**src/rtl/pid_pkg.sv**
```systemverilog
// Shared types and saturating helpers for the multiplexed PID servo datapath.
// Combinational helpers only; no latency, no flow control.
package pid_pkg;

    localparam int ACC_W = 32;

    typedef enum logic [2:0] {
        IDLE,
        ERR,
        ACC,
        SUM,
        DONE
    } state_t;

    function automatic logic signed [ACC_W-1:0] sat_signed(
        input logic signed [ACC_W-1:0] v,
        input logic signed [ACC_W-1:0] lim
    );
        if (v > lim) begin
            return lim;
        end else if (v < -lim) begin
            return -lim;
        end else begin
            return v;
        end
    endfunction

    function automatic logic [7:0] clamp_pos(
        input logic signed [ACC_W-1:0] v,
        input logic signed [ACC_W-1:0] lo,
        input logic signed [ACC_W-1:0] hi
    );
        if (v < lo) begin
            return lo[7:0];
        end else if (v > hi) begin
            return hi[7:0];
        end else begin
            return v[7:0];
        end
    endfunction

endpackage

```
**src/rtl/pid_multi_servo_if.sv**
```systemverilog
// Servo controller bus: sampling enable, packed position inputs, published positions and status.
// No handshake; pos_valid is a one-cycle strobe that the consumer must not stall.
interface pid_multi_servo_if #(
    parameter int NUM_CH = 2,
    parameter int DW     = 8
);
    logic                   enable;
    logic [NUM_CH*DW-1:0]   desired_pos;
    logic [NUM_CH*DW-1:0]   current_pos;
    logic [NUM_CH*8-1:0]    pos_out;
    logic                   pos_valid;
    logic                   busy;
    logic                   overrun;

    modport master (
        output enable, desired_pos, current_pos,
        input  pos_out, pos_valid, busy, overrun
    );

    modport slave (
        input  enable, desired_pos, current_pos,
        output pos_out, pos_valid, busy, overrun
    );
endinterface

```
**src/rtl/pid_sample_tick.sv**
```systemverilog
// Free-running sample divider: tick is high in the last cycle of each SAMPLE_DIV period.
// Tick is combinational from the counter; enable low parks the counter at zero.
module pid_sample_tick #(
    parameter int SAMPLE_DIV = 500
) (
    input  logic clk,
    input  logic rst,
    input  logic enable,
    output logic tick
);
    localparam int             CW   = (SAMPLE_DIV > 1) ? $clog2(SAMPLE_DIV) : 1;
    localparam logic [CW-1:0]  LAST = CW'(SAMPLE_DIV - 1);

    logic [CW-1:0] cnt;

    always_ff @(posedge clk or posedge rst) begin
        if (rst) begin
            cnt <= '0;
        end else if (!enable || cnt == LAST) begin
            cnt <= '0;
        end else begin
            cnt <= cnt + 1'b1;
        end
    end

    assign tick = enable && (cnt == LAST);
endmodule

```
**src/rtl/pid_multi_servo.sv**
```systemverilog
// Multi-channel PID servo: one shared datapath, 3 cycles per channel, positions published together.
// Tick at T gives pos_out/pos_valid at T+3*NUM_CH+2; ticks arriving mid-sweep are dropped and flag overrun.
module pid_multi_servo
    import pid_pkg::*;
#(
    parameter int DW         = 8,
    parameter int NUM_CH     = 2,
    parameter int SAMPLE_DIV = 500,
    parameter int KP         = 1,
    parameter int KI         = 1,
    parameter int KD         = -1,
    parameter int SHIFT      = 2,
    parameter int I_LIM      = 127,
    parameter int CENTER     = 90,
    parameter int POS_MIN    = 0,
    parameter int POS_MAX    = 180
) (
    input  logic                 clk,
    input  logic                 rst,
    pid_multi_servo_if.slave     bus
);
    localparam int                       CH_W     = (NUM_CH > 1) ? $clog2(NUM_CH) : 1;
    localparam logic [CH_W-1:0]          LAST_CH  = CH_W'(NUM_CH - 1);
    localparam logic signed [ACC_W-1:0]  KP_S     = ACC_W'(KP);
    localparam logic signed [ACC_W-1:0]  KI_S     = ACC_W'(KI);
    localparam logic signed [ACC_W-1:0]  KD_S     = ACC_W'(KD);
    localparam logic signed [ACC_W-1:0]  ILIM_S   = ACC_W'(I_LIM);
    localparam logic signed [ACC_W-1:0]  CENTER_S = ACC_W'(CENTER);
    localparam logic signed [ACC_W-1:0]  MIN_S    = ACC_W'(POS_MIN);
    localparam logic signed [ACC_W-1:0]  MAX_S    = ACC_W'(POS_MAX);
    localparam logic [7:0]               CENTER8  = 8'(CENTER);

    logic tick;

    pid_sample_tick #(.SAMPLE_DIV(SAMPLE_DIV)) u_tick (
        .clk    (clk),
        .rst    (rst),
        .enable (bus.enable),
        .tick   (tick)
    );

    state_t                  state;
    logic [CH_W-1:0]         ch;
    logic signed [DW-1:0]    des_s   [NUM_CH];
    logic signed [DW-1:0]    cur_s   [NUM_CH];
    logic signed [DW:0]      e_prev  [NUM_CH];
    logic signed [ACC_W-1:0] integ   [NUM_CH];
    logic [7:0]              shadow  [NUM_CH];
    logic signed [DW:0]      e_r;
    logic signed [DW+1:0]    d_r;
    logic signed [ACC_W-1:0] i_new_r;
    logic [NUM_CH*8-1:0]     pos_out_r;
    logic                    pos_valid_r;
    logic                    busy_r;
    logic                    overrun_r;

    logic signed [ACC_W-1:0] pid_sum;
    logic signed [ACC_W-1:0] u;
    logic signed [ACC_W-1:0] p_full;
    logic [7:0]              p;
    logic                    hold_integ;

    // Integration is frozen only when the output saturates and the error keeps pushing further out.
    always_comb begin
        pid_sum    = KP_S * ACC_W'(e_r) + KI_S * i_new_r + KD_S * ACC_W'(d_r);
        u          = pid_sum >>> SHIFT;
        p_full     = CENTER_S + u;
        p          = clamp_pos(p_full, MIN_S, MAX_S);
        hold_integ = ((p_full < MIN_S) || (p_full > MAX_S)) &&
                     (e_r[DW] == u[ACC_W-1]) &&
                     ((e_r == '0) == (u == '0));
    end

    always_ff @(posedge clk or posedge rst) begin
        if (rst) begin
            state       <= IDLE;
            ch          <= '0;
            e_r         <= '0;
            d_r         <= '0;
            i_new_r     <= '0;
            pos_out_r   <= {NUM_CH{CENTER8}};
            pos_valid_r <= 1'b0;
            busy_r      <= 1'b0;
            overrun_r   <= 1'b0;
            for (int n = 0; n < NUM_CH; n++) begin
                des_s[n]  <= '0;
                cur_s[n]  <= '0;
                e_prev[n] <= '0;
                integ[n]  <= '0;
                shadow[n] <= CENTER8;
            end
        end else begin
            pos_valid_r <= 1'b0;
            if (tick && state != IDLE) begin
                overrun_r <= 1'b1;
            end
            case (state)
                IDLE: begin
                    if (tick) begin
                        for (int n = 0; n < NUM_CH; n++) begin
                            des_s[n] <= bus.desired_pos[n*DW +: DW];
                            cur_s[n] <= bus.current_pos[n*DW +: DW];
                        end
                        ch     <= '0;
                        busy_r <= 1'b1;
                        state  <= ERR;
                    end
                end
                ERR: begin
                    e_r   <= (DW+1)'(des_s[ch]) - (DW+1)'(cur_s[ch]);
                    state <= ACC;
                end
                ACC: begin
                    i_new_r <= sat_signed(integ[ch] + ACC_W'(e_r), ILIM_S);
                    d_r     <= (DW+2)'(e_r) - (DW+2)'(e_prev[ch]);
                    state   <= SUM;
                end
                SUM: begin
                    shadow[ch] <= p;
                    e_prev[ch] <= e_r;
                    if (!hold_integ) begin
                        integ[ch] <= i_new_r;
                    end
                    if (ch == LAST_CH) begin
                        state <= DONE;
                    end else begin
                        ch    <= ch + 1'b1;
                        state <= ERR;
                    end
                end
                DONE: begin
                    for (int n = 0; n < NUM_CH; n++) begin
                        pos_out_r[n*8 +: 8] <= shadow[n];
                    end
                    pos_valid_r <= 1'b1;
                    busy_r      <= 1'b0;
                    state       <= IDLE;
                end
                default: state <= IDLE;
            endcase
        end
    end

    assign bus.pos_out   = pos_out_r;
    assign bus.pos_valid = pos_valid_r;
    assign bus.busy      = busy_r;
    assign bus.overrun   = overrun_r;
endmodule

```
**src/flat_wrapper.sv**
```systemverilog
// flat-port wrapper written by rule: the top's interface ports become plain ports
module pid_multi_servo_flat import pid_pkg::*;
#(
    parameter int DW         = 8,
    parameter int NUM_CH     = 2,
    parameter int SAMPLE_DIV = 500,
    parameter int KP         = 1,
    parameter int KI         = 1,
    parameter int KD         = -1,
    parameter int SHIFT      = 2,
    parameter int I_LIM      = 127,
    parameter int CENTER     = 90,
    parameter int POS_MIN    = 0,
    parameter int POS_MAX    = 180
)
  (clk, rst, bus_enable, bus_desired_pos, bus_current_pos, bus_pos_out, bus_pos_valid, bus_busy, bus_overrun);
  pid_multi_servo_if #(.NUM_CH(NUM_CH), .DW(DW)) bus_i ();
  input  logic clk;
  input  logic rst;
  input wire logic [$bits(bus_i.enable)-1:0] bus_enable;
  input wire logic [$bits(bus_i.desired_pos)-1:0] bus_desired_pos;
  input wire logic [$bits(bus_i.current_pos)-1:0] bus_current_pos;
  output wire logic [$bits(bus_i.pos_out)-1:0] bus_pos_out;
  output wire logic [$bits(bus_i.pos_valid)-1:0] bus_pos_valid;
  output wire logic [$bits(bus_i.busy)-1:0] bus_busy;
  output wire logic [$bits(bus_i.overrun)-1:0] bus_overrun;
  assign bus_i.enable = bus_enable;
  assign bus_i.desired_pos = bus_desired_pos;
  assign bus_i.current_pos = bus_current_pos;
  assign bus_pos_out = bus_i.pos_out;
  assign bus_pos_valid = bus_i.pos_valid;
  assign bus_busy = bus_i.busy;
  assign bus_overrun = bus_i.overrun;
  pid_multi_servo #(.DW(DW), .NUM_CH(NUM_CH), .SAMPLE_DIV(SAMPLE_DIV), .KP(KP), .KI(KI), .KD(KD), .SHIFT(SHIFT), .I_LIM(I_LIM), .CENTER(CENTER), .POS_MIN(POS_MIN), .POS_MAX(POS_MAX)) u_core (.clk(clk), .rst(rst), .bus(bus_i));
endmodule
```
**config.mk**
```make
export PLATFORM = sky130hd
export DESIGN_NAME = pid_multi_servo_flat
export DESIGN_NICKNAME = d
export VERILOG_FILES = /design/src/rtl/pid_pkg.sv /design/src/rtl/pid_multi_servo_if.sv /design/src/rtl/pid_sample_tick.sv /design/src/rtl/pid_multi_servo.sv /design/src/flat_wrapper.sv
export SDC_FILE = /design/constraint.sdc
export NUM_CORES = 1
export LEC_CHECK = 0
export ABC_AREA = 1
export BUFFER_PORTS_ARGS = -buffer_cell sky130_fd_sc_hd__buf_2
export CORE_UTILIZATION = 55
export CTS_BUF_LIST = sky130_fd_sc_hd__clkbuf_8
export DETAILED_ROUTE_END_ITERATION = 12
export PLACE_DENSITY = 0.71
export SYNTH_ARGS = -nofsm -noshare
export SYNTH_HDL_FRONTEND = slang
export SYNTH_HIERARCHICAL = 1
export SYNTH_SLANG_ARGS = --single-unit
```
**constraint.sdc**
```tcl
create_clock -name clk -period 9.44 [get_ports clk]
set_input_delay 1.888 -clock clk [delete_from_list [all_inputs] [get_ports clk]]
set_output_delay 1.888 -clock clk [all_outputs]
set_load 0.01 [all_outputs]
```
# --- Word-level counts from Yosys, hierarchy flattened ---
# Index checks and enable logic that the tools add are counted.
op_classes:
  addsub: 9
  n_mul: 0
  div_mod_pow: 0
  n_lt_le_gt_ge: 6
  n_eq_ne: 8
  shift: 0
  n_mux: 35
  bitwise: 2
  n_reduce_logical: 18
op_table:
  columns: ["operator", "count"]
  rows:
  - ["$mux W32", 6]
  - ["$mux W8", 9]
  - ["$bwmux W64", 1]
  - ["$mux W9", 5]
  - ["$add A32 B32 Y32", 1]
  - ["$add A32 B9 Y32", 1]
  - ["$add A9 B32 Y32", 1]
  - ["$demux W32 S1", 1]
  - ["$gt A32 B8 Y1 const B", 1]
  - ["$gt A32 B9 Y1 const B", 1]
  - ["$logic_not A32 Y1", 1]
  - ["$lt A32 B1 Y1 const B", 1]
  - ["$lt A32 B8 Y1 const B", 1]
  - ["$neg A10 Y32", 1]
  - ["$add A8 B30 Y31 const A", 1]
  - ["$bwmux W18", 1]
  - ["$bwmux W16", 1]
  - ["$pmux W3 S4", 1]
  - ["$sub A9 B9 Y10", 1]
  - ["$add A9 B1 Y9 const B", 1]
  - ["$demux W9 S1", 1]
  - ["$eq A9 B9 Y1 const B", 1]
  - ["$logic_not A9 Y1", 1]
  - ["$sub A8 B8 Y9", 1]
  - ["21 further kinds", 37]
totals:
  reg_bits: 213
  latchBits: 0
  mem_bits_rw: 0
  rom_bits: 0
  in_bits: 35
  out_inout_bits: 19
  word_cells: 98
  memories: 0

# --- Logic depth before layout (Yosys ltp) ---
logic_depth:
  depth_word: 9
  depth_mapped: 31
  ltp_nobuf: 30

# --- Hierarchy ---
# Netlist, hierarchy kept.
modules_own_cells:
  columns: ["module", "n_inst", "cells_each", "area_each_um2", "seq_area_each_um2"]
  rows:
  - ["pid_multi_servo", 1, 2428, 16036.6, 5124.9]
  - ["pid_sample_tick", 1, 63, 488.0, 225.2]

# --- Worst setup path before layout ---
# Ideal clock, no wire load.
synth_timing:
  kind: "reg2reg"
  start: "reg u_core.e_r[8]"
  end: "reg u_core/integ[34] in the netlist's numbering"
  arrival_time_ns: 5.034
  t_required_ns: 9.323
  path_slack_ns: 4.289
  stages_incl_launch_ff: 28
  path_cell_list: "dfrtp_1 -> inv_1 -> fa_1 -> inv_1 -> ha_1 -> nand2_1 -> inv_1 -> nand2_1 -> inv_1 -> a21oi_1 -> nand2_1 -> nand2_1 -> nand2_2 -> nor2_4 -> nand3_2 -> nor2_2 -> nand3b_1 -> clkinv_1 -> nand2_1 -> a21oi_2 -> nand2_1 -> nand2_1 -> nand3_2 -> nand2_2 -> nand2_1 -> buf_2 -> nand2_1 -> nand2_1"
synth_via:
  elab_chain_len: 9
  elab_cells_between_ends: 14
  classes_between: "3 x add/sub; 2 x order compare; 2 x eq/ne; 1 x bitwise; 6 x reduce/logical"
synth_rtl:
  columns: ["element", "line", "rtl"]
  rows:
  - ["from (decl)", "pid_multi_servo.sv:49", "logic signed [DW:0] e_r;"]
  - ["from (signal assigned)", "pid_multi_servo.sv:110", "e_r <= (DW+1)'(des_s[ch]) - (DW+1)'(cur_s[ch]);"]
  - ["$add A9 B32 Y32", "pid_multi_servo.sv:65", "pid_sum = KP_S * ACC_W'(e_r) + KI_S * i_new_r + KD_S * ACC_W'(d_r);"]
  - ["$add A32 B32 Y32", "pid_multi_servo.sv:65", null]
  - ["$add A8 B30 Y31", "pid_multi_servo.sv:67", "p_full = CENTER_S + u;"]
  - ["$lt A32 B1 Y1 or $gt A32 B9 Y1 (tied branches)", "pid_multi_servo.sv:69", "hold_integ = ((p_full < MIN_S) || (p_full > MAX_S)) &&"]
  - ["$logic_or A1 B1 Y1", "pid_multi_servo.sv:69", null]
  - ["$logic_and A1 B1 Y1", "pid_multi_servo.sv:69", null]
  - ["$logic_and A1 B1 Y1 *", "pid_multi_servo.sv:70", "(e_r[DW] == u[ACC_W-1]) &&"]
  - ["$not A1 Y1 (no line) *", null, null]
  - ["$reduce_and A2 Y1 (no line) *", null, null]
  - ["to (signal, indexed assignment)", "pid_multi_servo.sv:122", "integ[ch] <= i_new_r;"]
  - ["to (decl)", "pid_multi_servo.sv:47", "logic signed [ACC_W-1:0] integ [NUM_CH];"]
# Mark *: on every way between the ends. The rest lies on a longest branch, timed or not.
# A chain may end at the register's enable or synchronous reset.

# --- Final worst setup path ---
layout_timing:
  start: "reg u_core.e_r[8]"
  end: "reg u_core/integ[62] in the netlist's numbering"
# Same word-level chain as after synthesis.

==> run_results.csv <==
group,metric,value,unit
outcome,outcome,"finished clean",
timing,fin_crit_sh,67.5,%
global_routing,busiest_layer,"met2",
timing,holdWs,0.457,ns
placed_design,portBuffers,53,
clock_tree,postCtsHoldBufs,0,
timing,slew_headroom,19.8,%
placed_design,hpwl,33.1,mm
synth,syn_area_per_cell,6.63,µm²
synth,synth_ff_type,"dfrtp_1",
synth,yosysWarnings,6,
synth,synth_cell_types,50,
setup_path,critPathCaptureType,"flip-flop",
setup_path,timing.rr.end,"u_core/integ[62]$_DFFE_PP0P_",
global_routing,grt_max_degree,137,
detailed_routing,viasPerCell,5.23,
finish,final_nets,2686,
clock_tree,ctsResizeCount,0,
detailed_routing,drc,0,
global_routing,antenna_found_initial,0,
finish,layout_commonest_cell,"nand2_1",
timing,rsz0062_at_grt,"no",
die,core_area,29600,µm²
detailed_routing,first_iter_violations,1024,
finish,area.growth.synth_to_final,7.94,%
global_routing,grtUsageMet2,47.5,%
pwr,comb_power_share,1.6,%
setup_path,cp_slowest_stage_delay,0.66,ns
die,start_util,55.9,%
setup_path,critPathMaxFanout,66,
pwr,p_sw_share,23.1,%
clock_tree,path_clk_slew,0.06,ns
synth,synth_edf_count,0,
detailed_routing,via_count,15400,
pwr,p_switching,0.412,mW
clock_tree,cts_buffer_depth,3,
setup_path,worst-r2r-cell-count,30,
finish,utilization,60.3,%
detailed_routing,drt_wl_total,43.9,mm
finish,n_antenna_cell,0,
clock_tree,clk_latency,0.55,ns
global_routing,grt_use_total,29.5,%
die,die_area,30700,µm²
pwr,p_seq_share,51.3,%
global_routing,grt_pass1_vias,14900,
clock_tree,cts_buffers,39,
die,row_count,63,
global_routing,met3_usage,3.20,%
clock_tree,post_cts_buffers,0,
finish,drive_above_1_share,8.12,%
worst_hold_path,hold_path_depth,2,
synth,synth-seq-cells,213,
setup_path,startpoint_type,"flip-flop",
pwr,p_per_area,100,nW/µm²
timing,hold_viol_final,0,
setup_path,cp_data_required_time,9.85,ns
placed_design,gp_congestion,0.954,
timing,worst_pin_slew,1.20,ns
setup_path,crit_type,"flip-flop to flip-flop",
synth,synth-seq-area-share,32.4,%
timing,drv_slew,0,
pwr,p_leak,10.5,nW
synth,syn-num-nets,2642,
timing,fin_skew,0.0337,ns
timing,fmax,0.157,GHz
setup_path,regToRegStartpoint,"u_core/e_r[8]$_DFFE_PP0N_",
worst_hold_path,whs_endpoint,"u_core/bus.pos_out[4]$_DFFE_PP1P_",
run,drv_cap,0,
detailed_routing,final_antenna_net_count,0,
global_routing,gr-total-overflow,0,
detailed_routing,drt-pass1-iter-count,5,
setup_path,worstPathArrival,6.78,ns
global_routing,met1_usage,41.0,%
clock_tree,cts_sinks,213,
detailed_routing,wire_per_inst,14.9,µm
setup_path,reg2reg_setup_slack,3.07,ns
worst_hold_path,hp-start,"u_core/shadow[12]$_DFFE_PP1P_",
finish,final_cell_mix,"927 x nand2_1, 397 x inv_1, 196 x dfrtp_1",
timing,final.min_clock_period,6.37,ns
setup_path,cpMaxStageDelayCell,"fa_1",
pwr,p_int,1.37,mW
global_routing,grt_pass1_wl,72.7,mm
die,fp.dieH,175,µm
timing,setup_viol,0,
pwr,p_clk_share,47.1,%
synth,netlist_area,16500,µm²
timing,tns,0,ns
synth,syn_inst,2491,
clock_tree,cts_root_buf,"clkbuf_8",
pwr,peakVddDrop,0.102,mV
synth,async_reset_ff_share,100,%
setup_path,cp_common_cell,"nand2_1",
die,die_x,175,µm
worst_hold_path,min_path_type,"flip-flop to flip-flop",
clock_tree,cts_tree,"yes",
clock_tree,h-tree-depth,2,
die,io_pins,54,
==> worst max path at each step <==
stage                                    from                      endpoint  slack, ns  cells after the start
detailed placement  u_core/e_r[8]$_DFFE_PP0N_  u_core/integ[53]$_DFFE_PP0P_       3.13                     30
CTS                 u_core/e_r[8]$_DFFE_PP0N_  u_core/integ[62]$_DFFE_PP0P_       3.10                     30
floorplan                                 rst   u_core/bus.busy$_DFFE_PP0P_       2.01                      1
global route        u_core/e_r[8]$_DFFE_PP0N_  u_core/integ[62]$_DFFE_PP0P_       2.48                     28
finish              u_core/e_r[8]$_DFFE_PP0N_  u_core/integ[62]$_DFFE_PP0P_       3.07                     30
global placement    u_core/e_r[8]$_DFFE_PP0N_  u_core/integ[37]$_DFFE_PP0P_       3.22                     30
==> power by group through the flow <==
stage | registers (mW) | logic [mW] | clock network [mW]
2_1_floorplan | 0.932 | 0.0161 | 0
3_3_place_gp | 0.932 | 0.0298 | 0
3_5_place_dp | 0.932 | 0.0299 | 0
4_1_cts | 0.916 | 0.0300 | 0.858
5_1_grt | 0.916 | 0.0342 | 0.902
6_report | 0.916 | 0.0288 | 0.840
==> worst max-delay path: cells and delay by family (launching register included) <==
kind	cells	cell delay, ns
flops	1	0.32
fa+ha+maj	2	1.07
buf+inv	7	1.85
simple gates	21	2.93
==> flip-flops by register name (all words and copies together), names as in the netlist <==
| register | count |
|---|---|
| u_core/bus.pos_out | 16 |
| u_core/shadow | 16 |
| u_core/integ | 64 |
| u_core/bus.pos_valid | 1 |
| u_core/bus.overrun | 1 |
| u_core/e_prev | 18 |
| u_core/i_new_r | 32 |
| u_core/ch | 1 |
| u_core/des_s | 16 |
| u_core/e_r | 9 |
| u_core/d_r | 10 |
| u_core/state | 3 |
| u_core/u_tick/cnt | 9 |
| u_core/cur_s | 16 |
| u_core/bus.busy | 1 |
==> cells in the mapped netlist, types with 16 or more instances <==
library cell / instances / share of area, %
xor2_1: 28 / 1.5
fa_1: 33 / 4.0
nand2_1: 927 / 21
nand4_1: 35 / 1.3
nand3_1: 171 / 5.2
ha_1: 83 / 6.3
nor2_1: 163 / 3.7
dfstp_2: 16 / 2.5
o21ai_0: 149 / 4.5
a21oi_1: 63 / 1.9
clkbuf_1: 45 / 1.0
dfrtp_1: 197 / 30
nor3_1: 26 / 0.79
inv_1: 383 / 8.7
nand2_2: 25 / 0.95
==> stage by stage <==
stage          worst slack [ns]  cell area, µm²  power (mW)  instances
2_1_floorplan              2.01           16500       0.948       2491
4_1_cts                    3.10           17800        1.80       2952
3_3_place_gp               3.22           17100       0.962       2884
3_5_place_dp               3.13           17100       0.962       2884
6_report                   3.07           17800        1.78       2952
5_1_grt                    2.48           17800        1.85       2952
==> layout make-up <==
type	instances	area, µm²
Clock buffer	47	647
Clock inverter	21	97.6
Fill cell	2819	11700
Inverter	395	1490
Multi-Input combinational cell	1821	9410
Sequential cell	213	5350
Tap cell	390	488
Timing Repair Buffer	65	355
==> logic make-up after synthesis <==
family,Yosys count,share of synthesized area [%]
xor gates and xnor gates,43,2.32
buffers and inverters,457,10.8
AOI/OAI and AO/OA,258,8.50
and+or+nand+nor,1403,35.7
muxes,1,0.0606
DFF,213,32.4
adders and majority gates,116,10.3
==> per-layer routing <==
layer | share of wire, % | routed length (µm)
met2 | 45 | 19700
met4 | 3.2 | 1400
met3 | 4.6 | 2020
met5 | 0 | 0
met1 | 47 | 20800
(Power assumes the default switching activity.)
